==> src/rtl/fibo_pkg.sv <==
// fibo_pkg
// Shared definitions for the Fibonacci sequencing controller: the ALU opcode
// constants it issues and the controller FSM state encoding.
package fibo_pkg;

  // Opcodes understood by the downstream ALU.
  localparam logic [2:0] OP_LOAD1 = 3'b001;
  localparam logic [2:0] OP_INC   = 3'b010;
  localparam logic [2:0] OP_DEC   = 3'b011;
  localparam logic [2:0] OP_PASSA = 3'b100;
  localparam logic [2:0] OP_ADD   = 3'b110;
  localparam logic [2:0] OP_PASSB = 3'b111;

  typedef enum logic [2:0] {
    IDLE = 3'd0,
    LOAD = 3'd1,
    TEST = 3'd2,
    SUM  = 3'd3,
    DEC  = 3'd4,
    DONE = 3'd5
  } fibo_state_e;

endpackage

==> src/rtl/fibo_ctrl.sv <==
// fibo_ctrl
// Sequencing controller computing F(n) mod 2^size by steering an external ALU.
// The controller does no arithmetic itself: every sum, decrement and zero test
// is requested from the ALU through alu_opcode/alu_a/alu_b and the answer is
// taken back on alu_d/alu_zero.
//
// Ports:
//   clk        - single clock, rising edge
//   rst_n      - asynchronous active-low reset
//   start      - request a computation (honoured only in IDLE)
//   n          - Fibonacci index, captured with start
//   alu_d      - ALU result
//   alu_zero   - ALU zero flag
//   alu_opcode - opcode to the ALU, decoded from the state
//   alu_a      - ALU operand A
//   alu_b      - ALU operand B
//   busy       - high whenever the FSM is not in IDLE
//   done       - one-cycle pulse when result becomes valid
//   result     - F(n) mod 2^size, held until the next accepted start
//   ovf        - (only with FIBO_OVF_EN) result has wrapped
//
// Configuration macro: FIBO_OVF_EN adds the ovf port and wrap tracking.
module fibo_ctrl
  import fibo_pkg::*;
#(
  parameter int size = 4
) (
  input  logic            clk,
  input  logic            rst_n,
  input  logic            start,
  input  logic [size-1:0] n,
  input  logic [size-1:0] alu_d,
  input  logic            alu_zero,
  output logic [2:0]      alu_opcode,
  output logic [size-1:0] alu_a,
  output logic [size-1:0] alu_b,
  output logic            busy,
  output logic            done,
`ifdef FIBO_OVF_EN
  output logic [size-1:0] result,
  output logic            ovf
`else
  output logic [size-1:0] result
`endif
);

  fibo_state_e state_q, state_d;

  logic [size-1:0] cnt_q, cnt_d;
  logic [size-1:0] prev_q, prev_d;
  logic [size-1:0] cur_q, cur_d;
  logic [size-1:0] result_q, result_d;

`ifdef FIBO_OVF_EN
  logic cur_wrap_q, cur_wrap_d;
  logic prev_wrap_q, prev_wrap_d;
  logic ovf_q, ovf_d;
`endif

  // State register.
  always_ff @(posedge clk or negedge rst_n) begin
    if (!rst_n) begin
      state_q <= IDLE;
    end else begin
      state_q <= state_d;
    end
  end

  // Next-state logic. Loop exits from TEST once the ALU reports cnt == 0.
  always_comb begin
    state_d = state_q;
    case (state_q)
      IDLE:    if (start) state_d = LOAD;
      LOAD:    state_d = TEST;
      TEST:    state_d = alu_zero ? DONE : SUM;
      SUM:     state_d = DEC;
      DEC:     state_d = TEST;
      DONE:    state_d = IDLE;
      default: state_d = IDLE;
    endcase
  end

  // Output decode. A=cnt, B=cur unless the step needs something else.
  always_comb begin
    alu_opcode = OP_PASSA;
    alu_a      = cnt_q;
    alu_b      = cur_q;
    busy       = (state_q != IDLE);
    done       = 1'b0;
    case (state_q)
      LOAD: alu_opcode = OP_LOAD1;
      SUM: begin
        alu_opcode = OP_ADD;
        alu_a      = prev_q;
      end
      DEC:  alu_opcode = OP_DEC;
      DONE: done = 1'b1;
      default: ;
    endcase
  end

  // Datapath next-state. cur always runs one Fibonacci term ahead of prev, so
  // when cnt reaches zero prev already holds F(n).
  always_comb begin
    cnt_d    = cnt_q;
    prev_d   = prev_q;
    cur_d    = cur_q;
    result_d = result_q;
`ifdef FIBO_OVF_EN
    cur_wrap_d  = cur_wrap_q;
    prev_wrap_d = prev_wrap_q;
    ovf_d       = ovf_q;
`endif
    case (state_q)
      IDLE: begin
        if (start) begin
          cnt_d  = n;
          prev_d = '0;
`ifdef FIBO_OVF_EN
          cur_wrap_d  = 1'b0;
          prev_wrap_d = 1'b0;
`endif
        end
      end
      LOAD: cur_d = alu_d;
      TEST: begin
        if (alu_zero) begin
          result_d = prev_q;
`ifdef FIBO_OVF_EN
          ovf_d = prev_wrap_q;
`endif
        end
      end
      SUM: begin
        prev_d = cur_q;
        cur_d  = alu_d;
`ifdef FIBO_OVF_EN
        // A modular sum smaller than an addend means the add carried out.
        // The wrap flag follows its term as it moves from cur into prev.
        cur_wrap_d  = cur_wrap_q | (alu_d < prev_q);
        prev_wrap_d = cur_wrap_q;
`endif
      end
      DEC: cnt_d = alu_d;
      default: ;
    endcase
  end

  // Datapath registers.
  always_ff @(posedge clk or negedge rst_n) begin
    if (!rst_n) begin
      cnt_q    <= '0;
      prev_q   <= '0;
      cur_q    <= '0;
      result_q <= '0;
`ifdef FIBO_OVF_EN
      cur_wrap_q  <= 1'b0;
      prev_wrap_q <= 1'b0;
      ovf_q       <= 1'b0;
`endif
    end else begin
      cnt_q    <= cnt_d;
      prev_q   <= prev_d;
      cur_q    <= cur_d;
      result_q <= result_d;
`ifdef FIBO_OVF_EN
      cur_wrap_q  <= cur_wrap_d;
      prev_wrap_q <= prev_wrap_d;
      ovf_q       <= ovf_d;
`endif
    end
  end

  assign result = result_q;
`ifdef FIBO_OVF_EN
  assign ovf = ovf_q;
`endif

endmodule
==> config.mk <==
export PLATFORM = sky130hd
export DESIGN_NAME = fibo_ctrl
export DESIGN_NICKNAME = d
export VERILOG_FILES = /design/src/rtl/fibo_pkg.sv /design/src/rtl/fibo_ctrl.sv
export SDC_FILE = /design/constraint.sdc
export NUM_CORES = 1
export LEC_CHECK = 0
export ABC_AREA = 1
export CORE_MARGIN = 1.5
export CORE_UTILIZATION = 42
export CTS_BUF_LIST = sky130_fd_sc_hd__clkbuf_2 sky130_fd_sc_hd__clkbuf_4 sky130_fd_sc_hd__clkbuf_8
export DETAILED_ROUTE_END_ITERATION = 8
export PLACE_DENSITY = 0.72
export SYNTH_ARGS = -nofsm -noshare
export SYNTH_HDL_FRONTEND = slang
export SYNTH_SLANG_ARGS = --single-unit
==> constraint.sdc <==
create_clock -name clk -period 1.3 [get_ports clk]
set_input_delay 0.39 -clock clk [delete_from_list [all_inputs] [get_ports clk]]
set_output_delay 0.39 -clock clk [all_outputs]
set_load 0.1 [all_outputs]
==> impl_metrics.csv <==
group,metric,value,unit
status,status,"finished, violations left",
status,violations,"negative setup slack",
placement,place_area,1598,µm²
drt,wire_per_inst,19.26,µm
yosys,ys_types,15,
drt,viasPerCell,5.391,
clock_tree,clock-sinks,19,
yosys,synth_area,918.4,µm²
grt,grt_pass1_vias,1039,
timing,rsz0062_at_grt,"true",
cells_and_area,multi_input_area,516.7,µm²
clock_tree,cts_tree,"done",
placement,place_congestion,0.7999,
cells_and_area,area_growth,99.32,%
timing,setup_viol,28,
timing,layout_setup_ws,-0.5800,ns
drt,via_count,1062,
grt,grtUsageTotal,29.29,%
clock_tree,cts_hold_buffers,0,
clock_tree,cts_root_buffer,"clkbuf_4",
min_path,hp-class,"input pin to async pin",
cells_and_area,final_nets,183,
cells_and_area,final_common_cell,"nand2_1",
setup_path,worstSetupPathType,"flip-flop to primary output",
cells_and_area,layout_common_cells,"31 x nand2_1, 20 x buf_4, 19 x buf_12, 14 x inv_1, 13 x nand3_1",
cells_and_area,final_area,1831,µm²
setup_path,worstPathArrival,1.49,ns
timing,finalSetupTns,-6.580,ns
grt,grt_start_max_net_pins,20,
job,maxCapViolCount,0,
drt,drt_iter0_markers,26,
die,dieArea,2476,µm²
yosys,yosysSeqAreaShare,51.77,%
grt,antenna_found_initial,0,
clock_tree,clk_latency,0.32,ns
yosys,synth_cells,112,
setup_path,start_kind,"flip-flop",
timing,worst_pin_slew,0.3342,ns
timing,period_share,144.6,%
placement,hpwl,1863,µm
yosys,synth_seq_cells,19,
cells_and_area,num-fill-cells,77,
die,die_w,49.76,µm
clock_tree,cts_buffers,3,
die,start_util,45.88,%
clock_tree,clock_path_buffers,2,
die,ios,29,
drt,dr.pass1.iters,4,
cells_and_area,insertedDiodeCount,0,
placement,io_buffers,28,
clock_tree,cts-htree-levels,1,
timing,fmax,531.9,MHz
yosys,ys_warn_count,0,
cells_and_area,drive_gt1_share,47.06,%
die,dieHeight,49.76,µm
drt,wl,3795,µm
timing,fin_skew,0.005764,ns
yosys,synth_area_per_cell,8.200,µm²
timing,slew_headroom,77.65,%
clock_tree,clk_pin_slew,0.12,ns
setup_path,cp_data_required_time,0.91,ns
timing,layout_min_cycle_time,1.880,ns
grt,grt_overflow,0,
setup_path,endpoint_kind,"primary output",
die,core,2002,µm²
grt,grt_pass1_wl,5195,µm
drt,drc_errors,0,
cells_and_area,seq_area,484.2,µm²
timing,drv_slew,0,
timing,hold_viol,0,
setup_path,critPathMaxFanout,5,
die,row_count,16,
yosys,syn_nets,124,
drt,antenna_left,0,
## repair_timing
action                                  in CTS  in global routing
pin swaps                                    7                  3
endpoints found under the hold margin        0                  0
endpoints found under the setup margin      22                 27
buffers inserted                            11                  5
cloned                                       2                  0
gates resized for setup                     13                  7
## through the flow
stage	cells	hold WS (ns)	worst slack [ns]	utilization [%]
finish	197	0.3979	-0.5800	91.44
global route	197	0.4094	-0.6152	91.44
CTS	193	0.4183	-0.5177	88.81
detailed placement	177	0.4939	-0.2598	79.81
global placement	177	0.4873	-0.2213	79.81
floorplan	112	0.09441	-0.5533	-
## sequential cells by signal, indices dropped and copies added (netlist names)
signal,count
state_q,3
result,4
cnt_q,4
alu_b,4
prev_q,4
## per-layer routing
layer | up-vias | GRT usage, % | share of wire (%)
li1 | 478 | - | -
met1 | 518 | 31.68 | 39
met4 | 0 | 11.57 | 4.6
met5 | - | 0 | 0
met2 | 50 | 54.00 | 52
met3 | 16 | 7.273 | 5.3
## worst max-delay path, cell delays in order (launching register included)
cell     delay, ns
dfrtp_2       0.50
buf_6         0.15
nand2_8       0.05
o21ai_4       0.25
buf_12        0.22
## kinds of logic after synthesis
kind of cell           share of synthesized area [%]
and+or+nand+nor                                28.88
AOI/OAI and AO/OA                              9.536
buffers and inverters                          9.810
DFF                                            51.77
## layout make-up
cell class,count,area share [%]
timing repair buffer,54,37.46
clock buffer,3,1.230
tap,27,1.846
multi-input combinational,75,28.23
inverter,18,4.511
clock inverter,1,0.2734
sequential,19,26.45
## final timing paths
check	start	depth (start not counted)	slack (ns)	to
max	state_q[0]	4	-0.58	alu_opcode[0]
min	rst_n	2	0.40	result[1]
max reg2reg	state_q[0]	8	-0.24	result[0]
min reg2reg	cnt_q[1]	2	0.54	cnt_q[1]
max in group asynchronous	rst_n	2	0.76	alu_b[2]
min in group clk	cnt_q[1]	2	0.54	cnt_q[1]
## synth_stat cells
cell type	number	area, µm²
nand2_1	37	138.9
dfrtp_1	19	475.5
inv_1	16	60.06
nand3_1	13	65.06
o21ai_0	9	45.04
o21ai_1	5	25.02
buf_6	2	22.52
inv_2	2	7.510
nand2_2	2	12.51
o21ai_2	2	17.52
nand3_2	1	10.01
nand3_4	1	17.52
nor2_1	1	3.750
nor2_2	1	6.260
nor2_4	1	11.26
Power is left out: the tool's default activity adds up to more than one toggle a clock period on the data nets, which glitch-free logic cannot reach.
